### src/rtl/serial_arith_pkg.sv
// rtl/serial_arith_pkg.sv - shared types and sizing helper for the serial arithmetic blocks
//
// Contents:
//   state_e : control FSM states {IDLE, SHIFT, DONE}
//   cnt_w() : bit-counter width able to hold the values 0..width

package serial_arith_pkg;

  typedef enum logic [1:0] {
    IDLE  = 2'd0,
    SHIFT = 2'd1,
    DONE  = 2'd2
  } state_e;

  // The counter has to reach WIDTH itself, not just WIDTH-1.
  function automatic int cnt_w(input int width);
    return $clog2(width + 1);
  endfunction

endpackage

### src/rtl/full_adder_cell.sv
// rtl/full_adder_cell.sv - single-bit full adder built from gate primitives
//
// Ports:
//   a, b : input  addend bits
//   ci   : input  carry in
//   s    : output sum bit
//   co   : output carry out

module full_adder_cell (
  input  logic a,
  input  logic b,
  input  logic ci,
  output logic s,
  output logic co
);

  wire p;
  wire g;
  wire t;

  xor u_p  (p, a, b);
  xor u_s  (s, p, ci);
  and u_g  (g, a, b);
  and u_t  (t, p, ci);
  or  u_co (co, g, t);

endmodule

### src/rtl/serial_adder.sv
// rtl/serial_adder.sv - bit-serial ripple adder (sum = a + b + cin, LSB first)
//
// Optional feature macro: SERIAL_ADDER_OVF_EN (adds the signed-overflow output ovf)
//
// Ports:
//   clk   : input  rising-edge clock
//   rst_n : input  asynchronous active-low reset
//   start : input  request, accepted only while not busy
//   a, b  : input  [WIDTH-1:0] operands, captured on an accepted start
//   cin   : input  carry in, captured on an accepted start
//   busy  : output high while bits are being added
//   done  : output one-cycle pulse, sum/cout valid
//   sum   : output [WIDTH-1:0] result, held until the next operation completes
//   cout  : output carry out of the MSB, held with sum
//   ovf   : output signed overflow, held with sum (SERIAL_ADDER_OVF_EN only)

module serial_adder
  import serial_arith_pkg::*;
#(
  parameter int WIDTH = 8
) (
  input  logic             clk,
  input  logic             rst_n,
  input  logic             start,
  input  logic [WIDTH-1:0] a,
  input  logic [WIDTH-1:0] b,
  input  logic             cin,
  output logic             busy,
  output logic             done,
  output logic [WIDTH-1:0] sum,
  output logic             cout
`ifdef SERIAL_ADDER_OVF_EN
  ,output logic            ovf
`endif
);

  localparam int CNT_W = cnt_w(WIDTH);

  state_e             state_q, state_d;
  logic [WIDTH-1:0]   a_sh_q, a_sh_d;
  logic [WIDTH-1:0]   b_sh_q, b_sh_d;
  logic [WIDTH-1:0]   sum_sh_q, sum_sh_d;
  logic               carry_q, carry_d;
  logic [CNT_W-1:0]   cnt_q, cnt_d;
  logic [WIDTH-1:0]   sum_q, sum_d;
  logic               cout_q, cout_d;
`ifdef SERIAL_ADDER_OVF_EN
  logic               cmsb_q, cmsb_d;
  logic               ovf_q, ovf_d;
`endif

  logic fa_s;
  logic fa_co;

  full_adder_cell u_fa (
    .a  (a_sh_q[0]),
    .b  (b_sh_q[0]),
    .ci (carry_q),
    .s  (fa_s),
    .co (fa_co)
  );

  always_comb begin
    state_d  = state_q;
    a_sh_d   = a_sh_q;
    b_sh_d   = b_sh_q;
    sum_sh_d = sum_sh_q;
    carry_d  = carry_q;
    cnt_d    = cnt_q;
    sum_d    = sum_q;
    cout_d   = cout_q;
`ifdef SERIAL_ADDER_OVF_EN
    cmsb_d   = cmsb_q;
    ovf_d    = ovf_q;
`endif

    unique case (state_q)
      IDLE, DONE: begin
        state_d = IDLE;
        if (start) begin
          state_d  = SHIFT;
          a_sh_d   = a;
          b_sh_d   = b;
          sum_sh_d = '0;
          carry_d  = cin;
          cnt_d    = '0;
        end
      end
      SHIFT: begin
        if (cnt_q == CNT_W'(WIDTH)) begin
          // All bits are in; publish the result on the way into DONE.
          state_d = DONE;
          sum_d   = sum_sh_q;
          cout_d  = carry_q;
`ifdef SERIAL_ADDER_OVF_EN
          ovf_d   = cmsb_q ^ carry_q;
`endif
        end else begin
          sum_sh_d = {fa_s, sum_sh_q[WIDTH-1:1]};
          a_sh_d   = a_sh_q >> 1;
          b_sh_d   = b_sh_q >> 1;
          carry_d  = fa_co;
          cnt_d    = cnt_q + CNT_W'(1);
`ifdef SERIAL_ADDER_OVF_EN
          // Remember the carry entering the MSB for the overflow flag.
          if (cnt_q == CNT_W'(WIDTH - 1)) begin
            cmsb_d = carry_q;
          end
`endif
        end
      end
      default: state_d = IDLE;
    endcase
  end

  always_ff @(posedge clk or negedge rst_n) begin
    if (!rst_n) begin
      state_q  <= IDLE;
      a_sh_q   <= '0;
      b_sh_q   <= '0;
      sum_sh_q <= '0;
      carry_q  <= 1'b0;
      cnt_q    <= '0;
      sum_q    <= '0;
      cout_q   <= 1'b0;
`ifdef SERIAL_ADDER_OVF_EN
      cmsb_q   <= 1'b0;
      ovf_q    <= 1'b0;
`endif
    end else begin
      state_q  <= state_d;
      a_sh_q   <= a_sh_d;
      b_sh_q   <= b_sh_d;
      sum_sh_q <= sum_sh_d;
      carry_q  <= carry_d;
      cnt_q    <= cnt_d;
      sum_q    <= sum_d;
      cout_q   <= cout_d;
`ifdef SERIAL_ADDER_OVF_EN
      cmsb_q   <= cmsb_d;
      ovf_q    <= ovf_d;
`endif
    end
  end

  assign busy = (state_q == SHIFT);
  assign done = (state_q == DONE);
  assign sum  = sum_q;
  assign cout = cout_q;
`ifdef SERIAL_ADDER_OVF_EN
  assign ovf  = ovf_q;
`endif

endmodule

### config.mk
export PLATFORM = sky130hd
export DESIGN_NAME = serial_adder
export DESIGN_NICKNAME = d
export VERILOG_FILES = /design/src/rtl/serial_arith_pkg.sv /design/src/rtl/full_adder_cell.sv /design/src/rtl/serial_adder.sv
export SDC_FILE = /design/constraint.sdc
export NUM_CORES = 1
export LEC_CHECK = 0
export BUFFER_PORTS_ARGS = -buffer_cell sky130_fd_sc_hd__buf_2
export CAP_MARGIN = 25
export CORE_AREA = 2 2 65 67
export CTS_BUF_LIST = sky130_fd_sc_hd__clkbuf_8
export DETAILED_ROUTE_END_ITERATION = 6
export DIE_AREA = 0 0 67 69
export GPL_TIMING_DRIVEN = 0
export PLACE_DENSITY = 0.71
export SKIP_CTS_REPAIR_TIMING = 1
export SLEW_MARGIN = 20
export SYNTH_ARGS = -nofsm -noshare
export SYNTH_HDL_FRONTEND = slang
export SYNTH_SLANG_ARGS = --single-unit
### constraint.sdc
create_clock -name clk -period 1.5 [get_ports clk]
set_clock_uncertainty 0.05 [all_clocks]
set_input_delay 0.3 -clock clk [delete_from_list [all_inputs] [get_ports clk]]
set_output_delay 0.3 -clock clk [all_outputs]
set_load 0.05 [all_outputs]
After elaboration in Yosys (flattened, before gate mapping)
Cells that the tools add are included.
{"block": "word_totals", "ff_bits": 40, "input_bits": 20, "latchBits": 0, "ram_bits": 0, "mem_count": 0, "output_inout_bits": 11, "romBits": 0}
{"block": "op_classes", "n_eq_ne": 6, "n_mux": 18, "n_bitwise": 5, "shift": 0, "n_div": 0, "add_sub_neg": 1, "mul": 0, "magnitude_cmp": 0, "n_reduce_logical": 5}
{"op": "two-way mux 8 bit", "count": 6}
{"op": "case mux 8 bit (2 select lines)", "count": 3}
{"op": "two-way mux 4 bit", "count": 2}
{"op": "case mux 4 bit (2 select lines)", "count": 1}
{"op": "adder 4 x 1 -> 4 bit (second input constant)", "count": 1}
{"op": "== test 4 bit (second input constant)", "count": 1}
{"op": "inequality test 2 bit (second input constant)", "count": 2}
{"op": "case mux 2 bit (2 select lines)", "count": 1}
{"op": "two-way mux 1 bit", "count": 3}
{"op": "AND reduction 3 bit", "count": 1}
{"op": "AND 1 bit", "count": 2}
{"op": "== test 2 x 1 -> 1 bit (second input constant)", "count": 1}
{"op": "== test 2 bit (second input constant)", "count": 1}
{"op": "zero test 2 bit", "count": 1}
{"op": "two-way mux 2 bit", "count": 1}
{"op": "inequality test 2 x 1 -> 1 bit (second input constant)", "count": 1}
{"op": "case mux 1 bit (2 select lines)", "count": 1}
{"op": "AND reduction 2 bit", "count": 1}
{"op": "nonzero test 2 bit", "count": 1}
{"op": "OR reduction 2 bit", "count": 1}
{"op": "bitwise XOR 1 bit", "count": 2}
{"op": "bitwise OR 1 bit", "count": 1}

Longest topological paths before layout
Gate-level depths: netlist of run 1.
{"block": "logic_depth", "depth_word": 5, "depth_mapped": 7}

Hierarchy
From an unflattened synthesis of run 1, not the netlist that was laid out.
{"block": "hier_totals", "hier_cells": 124, "hier_area_um2": 1831.8}
{"module": "serial_adder", "n_inst": 1, "cells_per_inst": 123, "area_each_um2": 1811.7, "seq_area_each_um2": 1001.0}
{"module": "full_adder_cell", "n_inst": 1, "cells_per_inst": 1, "area_each_um2": 20.0, "seq_area_each_um2": 0.0}

Worst setup path after synthesis of run 1
No wires, ideal clock.
{"block": "synth_path", "path_type": "flip-flop to flip-flop", "from": "register state_q[1]", "to": "register a_sh_q[1]", "stages_incl_launch_ff": 7, "synth_period_minus_slack_ns": 1.670, "arrival_ns": 1.495, "required_ns": 1.325, "path_buffers": 2, "setup_slack_ns": -0.170, "setup_ns": 0.125, "cell_sequence": "dfrtp_1 nand2b_1 buf_6 inv_6 buf_6 mux2_1 mux2_4"}
{"element": "start: declaration", "line": "serial_adder.sv:39", "rtl": "state_e state_q, state_d;"}
{"element": "start signal: assignment", "line": "serial_adder.sv:131", "rtl": "state_q <= state_d;"}
{"element": "== test 2 x 1 -> 1 bit *"}
{"element": "net busy", "line": "serial_adder.sv:28", "rtl": "output logic busy,"}
{"element": "inequality test 2 bit (no line) / nonzero test 2 bit (equally long branches)"}
{"element": "AND reduction 3 bit (no line)"}
{"element": "end signal: assignment", "line": "serial_adder.sv:132", "rtl": "a_sh_q <= a_sh_d;"}
{"element": "end: declaration", "line": "serial_adder.sv:40", "rtl": "logic [WIDTH-1:0] a_sh_q, a_sh_d;"}
Mark *: on every way through the listed nets, which the timed path passes. The rest lies on a longest branch.
A chain may end at the register's enable or synchronous reset.

Worst setup path after layout of run 1
{"block": "layout_path", "from": "register cnt_q[0]", "to": "register a_sh_q[2]"}
{"block": "layout_between", "elab_chain_cells": 3}
{"element": "start: declaration", "line": "serial_adder.sv:44", "rtl": "logic [CNT_W-1:0] cnt_q, cnt_d;"}
{"element": "start signal: assignment", "line": "serial_adder.sv:136", "rtl": "cnt_q <= cnt_d;"}
{"element": "== test 4 bit", "line": "serial_adder.sv:90", "rtl": "if (cnt_q == CNT_W'(WIDTH)) begin"}
{"element": "inequality test 2 bit (no line)"}
{"element": "AND reduction 3 bit (no line)"}
No other way between the ends.

==> flow_metrics.env, run 1 <==
export IMPL_status="complete, but fails checks"
export IMPL_violations="negative setup slack"
export IMPL_synth_cells=128
export IMPL_vias_per_cell=5.194
export IMPL_synth_top_flop_cell="dfrtp_1"
export IMPL_clk_latency_ns=0.29
export IMPL_yosys_top_cells_count="dfrtp_1 (40), mux2_2 (21), a22o_1 (9), mux2_4 (7)"
export IMPL_synth_edff_count=0
export IMPL_grt_overflow_total=0
export IMPL_startpoint_type="register"
export IMPL_worst_pin_slew_ns=0.8951
export IMPL_power_density_nw_per_um2=2454
export IMPL_end_kind="register"
export IMPL_synthMuxAreaShare_pct=24.52
export IMPL_maxCapViolations=0
export IMPL_setup_viol=25
export IMPL_final_antenna_net_count=0
export IMPL_grt_pass1_vias=1163
export IMPL_die_x_um=67
export IMPL_slew_viol_final=0
export IMPL_place_congestion=0.7744
export IMPL_synth_top_cell_by_area="dfrtp_1"
export IMPL_fin_setup_tns_ns=-2.088
export IMPL_wl_met2_mm=1.817
export IMPL_cts_tree="done"
export IMPL_yosysMostFrequentCell="dfrtp_1"
export IMPL_clkSlewWorstSetupHoldPaths_ns=0.07
export IMPL_worstSetupPathType="register to register"
export IMPL_p_total_mw=5.865
export IMPL_synthSimpleGateAreaFrac_pct=6.370
export IMPL_synth_top_area_share_pct=54.79
export IMPL_fin_crit_sh_pct=110.8
export IMPL_peakVddDrop_v=0.001181
export IMPL_grt_max_degree=41
export IMPL_max_freq_mhz=601.9
export IMPL_met1_length_mm=1.660
export IMPL_wirelength_mm=3.783
export IMPL_start_util_pct=46.68
export IMPL_fillers=331
export IMPL_ys_types=30
export IMPL_grt_usage_pct=16.80
export IMPL_rows=23
export IMPL_synthAdderAreaFrac_pct=2.466
export IMPL_cts_sinks=40
export IMPL_drc_errors=0
export IMPL_final_net_count=199
export IMPL_hpwl_mm=2.399
export IMPL_synth_nets=151
export IMPL_root_buffer="clkbuf_8"
export IMPL_rsz0062_at_grt="true"
export IMPL_yosysWarningCount=0
export IMPL_syn_area_per_cell_um2=14.27
export IMPL_clk_path_buf_depth=2
export IMPL_highest_layer="met4"
export IMPL_synthXorXnorAreaFrac_pct=0.4795
export IMPL_crit_arrival_ns=1.79
export IMPL_grt_antenna_before_repair=0
export IMPL_die_area_um2=4623
export IMPL_grt_pass1_wl_mm=5.733
export IMPL_dr_pass1_iters=4
export IMPL_numPortBuffers=30
export IMPL_core_area_um2=3914
export IMPL_fin_ws_ns=-0.1615
export IMPL_r2r_cells=7
export IMPL_htreeDepth=2
export IMPL_postSynth_asyncResetShare_pct=100.0
export IMPL_synthTopCellsByArea="dfrtp_1 (55%), mux2_2 (13%), mux2_4 (5.8%)"
export IMPL_pre_cts_slack_ns=-0.3128
export IMPL_routedWlPerCell_um=16.67
export IMPL_period_needed_ns=1.661
export IMPL_cp_max_fo=10
export IMPL_mappedNetlistArea_um2=1827
export IMPL_die_h_um=69
export IMPL_fin_util_pct=61.06
export IMPL_cts_buffers=5
export IMPL_final_layout_size_suffix_gt1_share_pct=55.37
export IMPL_synth_compound_area_share_pct=7.260
export IMPL_drt_iter0_drc=42
export IMPL_p_leak_nw=1.224
export IMPL_final_hold_viol_count=0
export IMPL_yosysSeqAreaShare_pct=54.79
export IMPL_whs_ns=0.07728
export IMPL_slew_headroom_pct=40.33
export IMPL_hold_class="input port to async pin"
export IMPL_dr_wl_met3_um=235
export IMPL_n_antenna_cell=0
export IMPL_multi_input_area_um2=843.3
export IMPL_vias=1179
export IMPL_io_pins=31
export IMPL_syn2layout_area_growth_pct=30.82
export IMPL_cp_required_ns=1.63
export IMPL_synth_seq_cells=40
export IMPL_synth_top_family_by_area="multiplexers"
export IMPL_regArea_um2=1002
==> cell type report <==
type                            count  share of cell area, %
Buffer                              4                  2.618
Clock buffer                        6                  3.456
Clock inverter                      2                 0.3141
Inverter                            7                  1.623
Multi-Input combinational cell     76                  35.29
Sequential cell                    40                  41.94
Tap cell                           50                  2.618
Timing Repair Buffer               42                  12.15
==> worst paths after layout <==
kind | start | endpoint | slack (ns)
max | cnt_q[0] | a_sh_q[2] | -0.16
max in group asynchronous | rst_n | state_q[0] | 0.70
min reg2reg | sum_sh_q[0] | sum_sh_q[0] | 0.46
min in group clk | a[7] | a_sh_q[7] | 0.17
max reg2reg | cnt_q[0] | a_sh_q[2] | -0.16
min | rst_n | a_sh_q[0] | 0.08
==> cell usage in the layout, fill, tap and decap left out, types with 2 or more instances in the layout <==
cell	Yosys	layout
buf_2	2	28
clkbuf_8	0	6
buf_12	0	5
inv_2	1	2
mux2i_1	5	5
mux2_4	7	22
buf_4	0	9
dfrtp_1	40	39
o21ai_1	0	2
nor2_4	0	2
inv_1	5	5
mux2_2	21	11
a22o_1	9	9
buf_6	3	4
nor2b_1	3	2
nand2_1	4	4
nand3_1	2	2
==> where the power goes <==
group          internal (mW)  switching, mW
combinational           1.78           1.51
clock                  0.361          0.355
sequential              1.55          0.309
total                   3.69           2.17
==> logic make-up after synthesis <==
| logic type | count (synthesis) |
|---|---|
| AOI/OAI and AO/OA | 16 |
| xor gates and xnor gates | 1 |
| adders and majority gates | 3 |
| buffers and inverters | 12 |
| DFF | 40 |
| muxes | 38 |
| and+or+nand+nor | 18 |
==> state kept, by name, indices dropped and copies added, names as in the netlist <==
signal,count
a_sh_q,8
b_sh_q,8
sum,8
sum_sh_q,8
cnt_q,4
state_q,2
carry_q,1
cout,1
==> through the flow <==
stage	area (µm²)	instances
after detailed placement	2090	208
after floorplan	1877	128
after CTS	2180	216
final	2390	227
after global placement	2090	208
after global routing	2390	227
==> critical path, cell delays in order (launching register included) <==
cell	delay, ns
dfrtp_1	0.40
inv_2	0.09
ha_4	0.15
nand3b_4	0.11
a21oi_4	0.21
clkinv_4	0.10
buf_12	0.15
mux2_4	0.29
==> routing by layer <==
layer  vias up  global-route usage, %
met5         -                      0
met4         0                  7.483
met3         5                  6.199
met2        33                  24.42
met1       595                  22.23
li1        546                      -
(Power assumes the default switching activity.)
==> run 2: changes to the inputs <==
--- a/config.mk
+++ b/config.mk
@@ -7,12 +7,11 @@
 export LEC_CHECK = 0
 export BUFFER_PORTS_ARGS = -buffer_cell sky130_fd_sc_hd__buf_2
 export CAP_MARGIN = 25
-export CORE_AREA = 2 2 65 67
+export CORE_AREA = 2 2 71 73
 export CTS_BUF_LIST = sky130_fd_sc_hd__clkbuf_8
 export DETAILED_ROUTE_END_ITERATION = 6
-export DIE_AREA = 0 0 67 69
+export DIE_AREA = 0 0 73 75
 export GPL_TIMING_DRIVEN = 0
-export PLACE_DENSITY = 0.71
 export SKIP_CTS_REPAIR_TIMING = 1
 export SLEW_MARGIN = 20
 export SYNTH_ARGS = -nofsm -noshare
==> flow_metrics.env, run 2 (synthesis results as in run 1) <==
export IMPL_wirelength_mm=3.566
export IMPL_dp_cells=212
export IMPL_syn2layout_area_growth_pct=32.26
export IMPL_place_congestion=0.7245
export IMPL_slew_viol_final=0
export IMPL_final_net_count=201
export IMPL_critPathBufInv=3
export IMPL_core_area_um2=4661
export IMPL_final_antenna_net_count=0
export IMPL_final_layout_size_suffix_gt1_share_pct=55.31
export IMPL_grt_antenna_before_repair=0
export IMPL_slowest_stage="dfrtp_1"
export IMPL_final_hold_viol_count=0
export IMPL_grt_pass1_wl_mm=5.651
export IMPL_cts_tree="done"
export IMPL_hpwl_mm=2.366
export IMPL_dr_pass1_iters=3
export IMPL_htreeDepth=2
export IMPL_die_x_um=73
export IMPL_violations="negative setup slack"
export IMPL_setup_viol=32
export IMPL_critPathTopFamily="flip-flops"
export IMPL_status="complete, but fails checks"
export IMPL_p_leak_nw=1.240
export IMPL_stdcell_count=233
export IMPL_hold_class="input port to async pin"
export IMPL_maxCapViolations=0
export IMPL_die_area_um2=5475
export IMPL_crit_arrival_ns=1.80
export IMPL_period_needed_ns=1.681
export IMPL_routedWlPerCell_um=15.30
export IMPL_fin_setup_tns_ns=-2.843
export IMPL_cp_required_ns=1.62
export IMPL_cp_max_fo=8
export IMPL_grt_usage_pct=13.80
export IMPL_cts_buffers=5
export IMPL_final_common_cell="dfrtp_1"
export IMPL_root_buffer="clkbuf_8"
export IMPL_fillers=398
export IMPL_grt_max_degree=41
export IMPL_clk_path_buf_depth=2
export IMPL_drc_errors=0
export IMPL_grt_pass1_vias=1228
export IMPL_io_pins=31
export IMPL_numPortBuffers=30
export IMPL_rsz0062_at_grt="true"
export IMPL_slew_headroom_pct=40.74
export IMPL_end_kind="register"
export IMPL_fin_crit_sh_pct=112.0
export IMPL_vias=1163
export IMPL_final_cell_mix="dfrtp_1 (39), buf_2 (29), mux2_4 (23), buf_4 (12), mux2_2 (10)"
export IMPL_startpoint_type="register"
export IMPL_drt_iter0_drc=37
export IMPL_max_freq_mhz=595.0
export IMPL_cts_sinks=40
export IMPL_crit_chain="inv_2 > ha_4 > nand3b_4 > a21oi_4 > clkinv_4 > buf_12 > mux2_4"
export IMPL_grt_overflow_total=0
export IMPL_fin_ws_ns=-0.1807
export IMPL_power_density_nw_per_um2=2389
export IMPL_worst_pin_slew_ns=0.8890
export IMPL_clk_latency_ns=0.28
export IMPL_n_antenna_cell=0
export IMPL_vias_per_cell=4.991
export IMPL_die_h_um=75
export IMPL_max_stage_delay_ns=0.41
export IMPL_peakVddDrop_v=0.001020
export IMPL_pre_cts_slack_ns=-0.3113
export IMPL_worstSetupPathType="register to register"
export IMPL_rows=25
export IMPL_start_util_pct=39.19
export IMPL_clkSlewWorstSetupHoldPaths_ns=0.07
==> run 2: cell count changes in the layout (fill, tap and decap cells not counted), sizes merged <==
| cell | before | now |
|---|---|---|
| clkbuf | 6 | 8 |
==> run 2: area by class of cell <==
class / instances / area (µm²) / area share (%)
inverter: 7 / 38.79 / 1.605
clock inverter: 2 / 7.507 / 0.3107
multi-input combinational: 76 / 840.8 / 34.80
tap: 54 / 67.56 / 2.796
clock buffer: 6 / 82.58 / 3.418
buffer: 4 / 52.55 / 2.175
sequential: 40 / 1002 / 41.48
timing repair buffer: 44 / 324.1 / 13.41
==> run 2: final timing paths <==
check                           slack [ns]      start         end  cells past startpoint
worst min-delay path                  0.09      rst_n   a_sh_q[0]                      1
worst max-delay path                 -0.18   cnt_q[0]   a_sh_q[2]                      7
worst max register to register       -0.18   cnt_q[0]   a_sh_q[2]                      7
min in group clk                      0.18       a[7]   a_sh_q[7]                      3
worst min register to register        0.45  a_sh_q[5]   a_sh_q[5]                      1
max in group asynchronous             0.71      rst_n  state_q[0]                      1
==> run 2: worst reg2reg max path, stage by stage, from the launching register on <==
cell and delay, ns:
dfrtp_1 0.41, inv_2 0.10, ha_4 0.15, nand3b_4 0.11, a21oi_4 0.22, clkinv_4 0.09
buf_12 0.14, mux2_4 0.30
==> run 2: layer usage <==
metal | part of all wire [%] | track usage, %
met1 | 46 | 18.00
met2 | 48 | 21.62
met3 | 5.0 | 5.355
met4 | 1.2 | 3.704
met5 | 0 | 0
==> run 2: where the power goes <==
part,internal (mW),leakage (nW),switching (mW),total (mW)
clock,0.361,0.0538,0.336,0.697
combinational,1.77,0.681,1.44,3.21
sequential,1.56,0.505,0.306,1.86
total,3.69,1.24,2.08,5.77
==> run 2: through the flow <==
| step | hold slack (ns) | power [mW] | utilization, % | cell area, µm² |
|---|---|---|---|---|
| 3_5_place_dp | 0.4253 | 4.557 | 44.94 | 2095 |
| 6_report | 0.09031 | 5.771 | 51.84 | 2416 |
| 5_1_grt | 0.1444 | 6.162 | 51.84 | 2416 |
| 3_3_place_gp | 0.4099 | 4.462 | 44.94 | 2095 |
| 4_1_cts | 0.1168 | 5.288 | 46.87 | 2185 |
| 2_1_floorplan | -0.04559 | 4.013 | - | 1877 |
==> run 3: changes to the inputs <==
--- a/config.mk
+++ b/config.mk
@@ -12,8 +12,11 @@
 export DETAILED_ROUTE_END_ITERATION = 6
 export DIE_AREA = 0 0 73 75
 export GPL_TIMING_DRIVEN = 0
+export MAX_ROUTING_LAYER = met4
 export SKIP_CTS_REPAIR_TIMING = 1
+export SKIP_LAST_GASP = 1
 export SLEW_MARGIN = 20
 export SYNTH_ARGS = -nofsm -noshare
 export SYNTH_HDL_FRONTEND = slang
 export SYNTH_SLANG_ARGS = --single-unit
+export TNS_END_PERCENT = 1
==> flow_metrics.env, run 3 (synthesis results as in run 1) <==
export IMPL_cts_sinks=40
export IMPL_routedWlPerCell_um=15.00
export IMPL_worstSetupPathType="register to register"
export IMPL_grt_pass1_wl_mm=5.651
export IMPL_slew_viol_final=0
export IMPL_regToRegEndpoint="a_sh_q[2]"
export IMPL_slew_headroom_pct=40.92
export IMPL_die_x_um=73
export IMPL_final_antenna_net_count=0
export IMPL_dpl_cell_area_um2=2095
export IMPL_vias_per_cell=5.009
export IMPL_hpwl_mm=2.366
export IMPL_clk_path_buf_depth=2
export IMPL_rows=25
export IMPL_root_buffer="clkbuf_8"
export IMPL_rsz0062_at_grt="true"
export IMPL_fin_util_pct=49.45
export IMPL_core_area_um2=4661
export IMPL_clk_latency_ns=0.28
export IMPL_startpoint_type="register"
export IMPL_grt_antenna_before_repair=0
export IMPL_cts_buffers=5
export IMPL_p_leak_nw=1.186
export IMPL_drt_iter0_drc=32
export IMPL_setup_viol=38
export IMPL_crit_path_start="cnt_q[0]"
export IMPL_fin_ws_ns=-0.1762
export IMPL_cp_required_ns=1.62
export IMPL_r2r_cells=7
export IMPL_end_kind="register"
export IMPL_final_cell_mix="dfrtp_1 (39), buf_2 (31), mux2_2 (19), mux2_4 (14), a22o_1 (9)"
export IMPL_endpoint="a_sh_q[2]"
export IMPL_period_needed_ns=1.676
export IMPL_peakVddDrop_v=0.0009812
export IMPL_die_area_um2=5475
export IMPL_hold_class="input port to async pin"
export IMPL_max_stage_delay_ns=0.41
export IMPL_status="complete, but fails checks"
export IMPL_die_h_um=75
export IMPL_clkSlewWorstSetupHoldPaths_ns=0.07
export IMPL_worst_pin_slew_ns=0.8862
export IMPL_cp_max_fo=8
export IMPL_final_area_um2=2305
export IMPL_fin_crit_sh_pct=111.7
export IMPL_slowest_stage="dfrtp_1"
export IMPL_place_congestion=0.7331
export IMPL_io_pins=31
export IMPL_maxCapViolations=0
export IMPL_grt_pass1_vias=1226
export IMPL_htreeDepth=2
export IMPL_max_freq_mhz=596.6
export IMPL_final_hold_viol_count=0
export IMPL_fillers=407
export IMPL_rrSetupSlack_ns=-0.18
export IMPL_start_util_pct=39.19
export IMPL_p_total_mw=5.559
export IMPL_n_antenna_cell=0
export IMPL_fin_setup_tns_ns=-3.424
export IMPL_final_net_count=196
export IMPL_power_density_nw_per_um2=2412
export IMPL_final_layout_size_suffix_gt1_share_pct=52.87
export IMPL_rr_startpoint="cnt_q[0]"
export IMPL_final_common_cell="dfrtp_1"
export IMPL_grt_usage_pct=14.26
export IMPL_crit_chain="inv_2 > ha_4 > nand3b_4 > a21oi_4 > clkinv_4 > buf_12 > mux2_4"
export IMPL_pre_cts_slack_ns=-0.3113
export IMPL_wirelength_mm=3.419
export IMPL_numPortBuffers=30
export IMPL_dr_pass1_iters=4
export IMPL_grt_max_degree=41
export IMPL_syn2layout_area_growth_pct=26.16
export IMPL_grt_overflow_total=0
export IMPL_drc_errors=0
export IMPL_crit_arrival_ns=1.79
export IMPL_violations="negative setup slack"
export IMPL_cts_tree="done"
export IMPL_vias=1142
## run 3: changes by cell type in the layout (fill, tap and decap cells not counted)
| cell | delta |
|---|---|
| mux2_4 | -9 |
| buf_4 | -5 |
| buf_2 | +2 |
| nor2_1 | +1 |
| nor2b_2 | -1 |
| nor2b_1 | +1 |
| mux2_2 | +9 |
| clkbuf_16 | -1 |
| nor2_2 | -1 |
| buf_12 | -1 |
## run 3: worst max-delay path, delay by kind of cell, from the launching register on
kind                       cells  cell delay, ns
DFF                            1            0.41
buffers and inverters          3            0.33
muxes                          1            0.30
AOI/OAI and AO/OA              1            0.22
adders and majority gates      1            0.15
and+or+nand+nor                1            0.10
## run 3: cell type report
class                   instances  area, µm²  area share, %
multi-input cells              76      802.0          34.80
flip-flops and latches         40       1002          43.49
inverters                       7      38.79          1.683
repair buffers                 39      254.0          11.02
clock buffers                   6      82.58          3.583
plain buffers                   4      50.05          2.172
well taps                      54      67.56          2.932
clock inverters                 2      7.507         0.3257
## run 3: metal layers
| layer | wire length (µm) | vias up | part of all wire, % | global-route usage, % |
|---|---|---|---|---|
| met1 | 1540 | 568 | 45 | 18.00 |
| met5 | 0 | - | 0 | - |
| li1 | - | 540 | - | - |
| met4 | 33 | 0 | 0.97 | 3.704 |
| met3 | 193 | 5 | 5.6 | 5.355 |
| met2 | 1652 | 29 | 48 | 21.72 |
## run 3: worst min-delay path by stage
stage          start        end  slack [ns]  depth (start not counted)
2_1_floorplan  rst_n  a_sh_q[0]       -0.05                          0
6_report       rst_n  a_sh_q[0]        0.09                          1
3_5_place_dp   rst_n  a_sh_q[0]        0.43                          1
3_3_place_gp   rst_n    carry_q        0.41                          1
5_1_grt        rst_n  a_sh_q[2]        0.14                          1
4_1_cts        rst_n  b_sh_q[3]        0.12                          1
## run 3: per-stage QoR
stage | std cells | hold WS (ns)
after global routing | 228 | 0.1444
after CTS | 220 | 0.1168
after global placement | 212 | 0.4099
final | 228 | 0.09100
after floorplan | 128 | -0.04559
after detailed placement | 212 | 0.4253
## run 3: power breakdown
group / total [mW] / switching, mW / internal (mW)
combinational: 3.02 / 1.41 / 1.61
sequential: 1.85 / 0.294 / 1.56
clock: 0.692 / 0.331 / 0.361
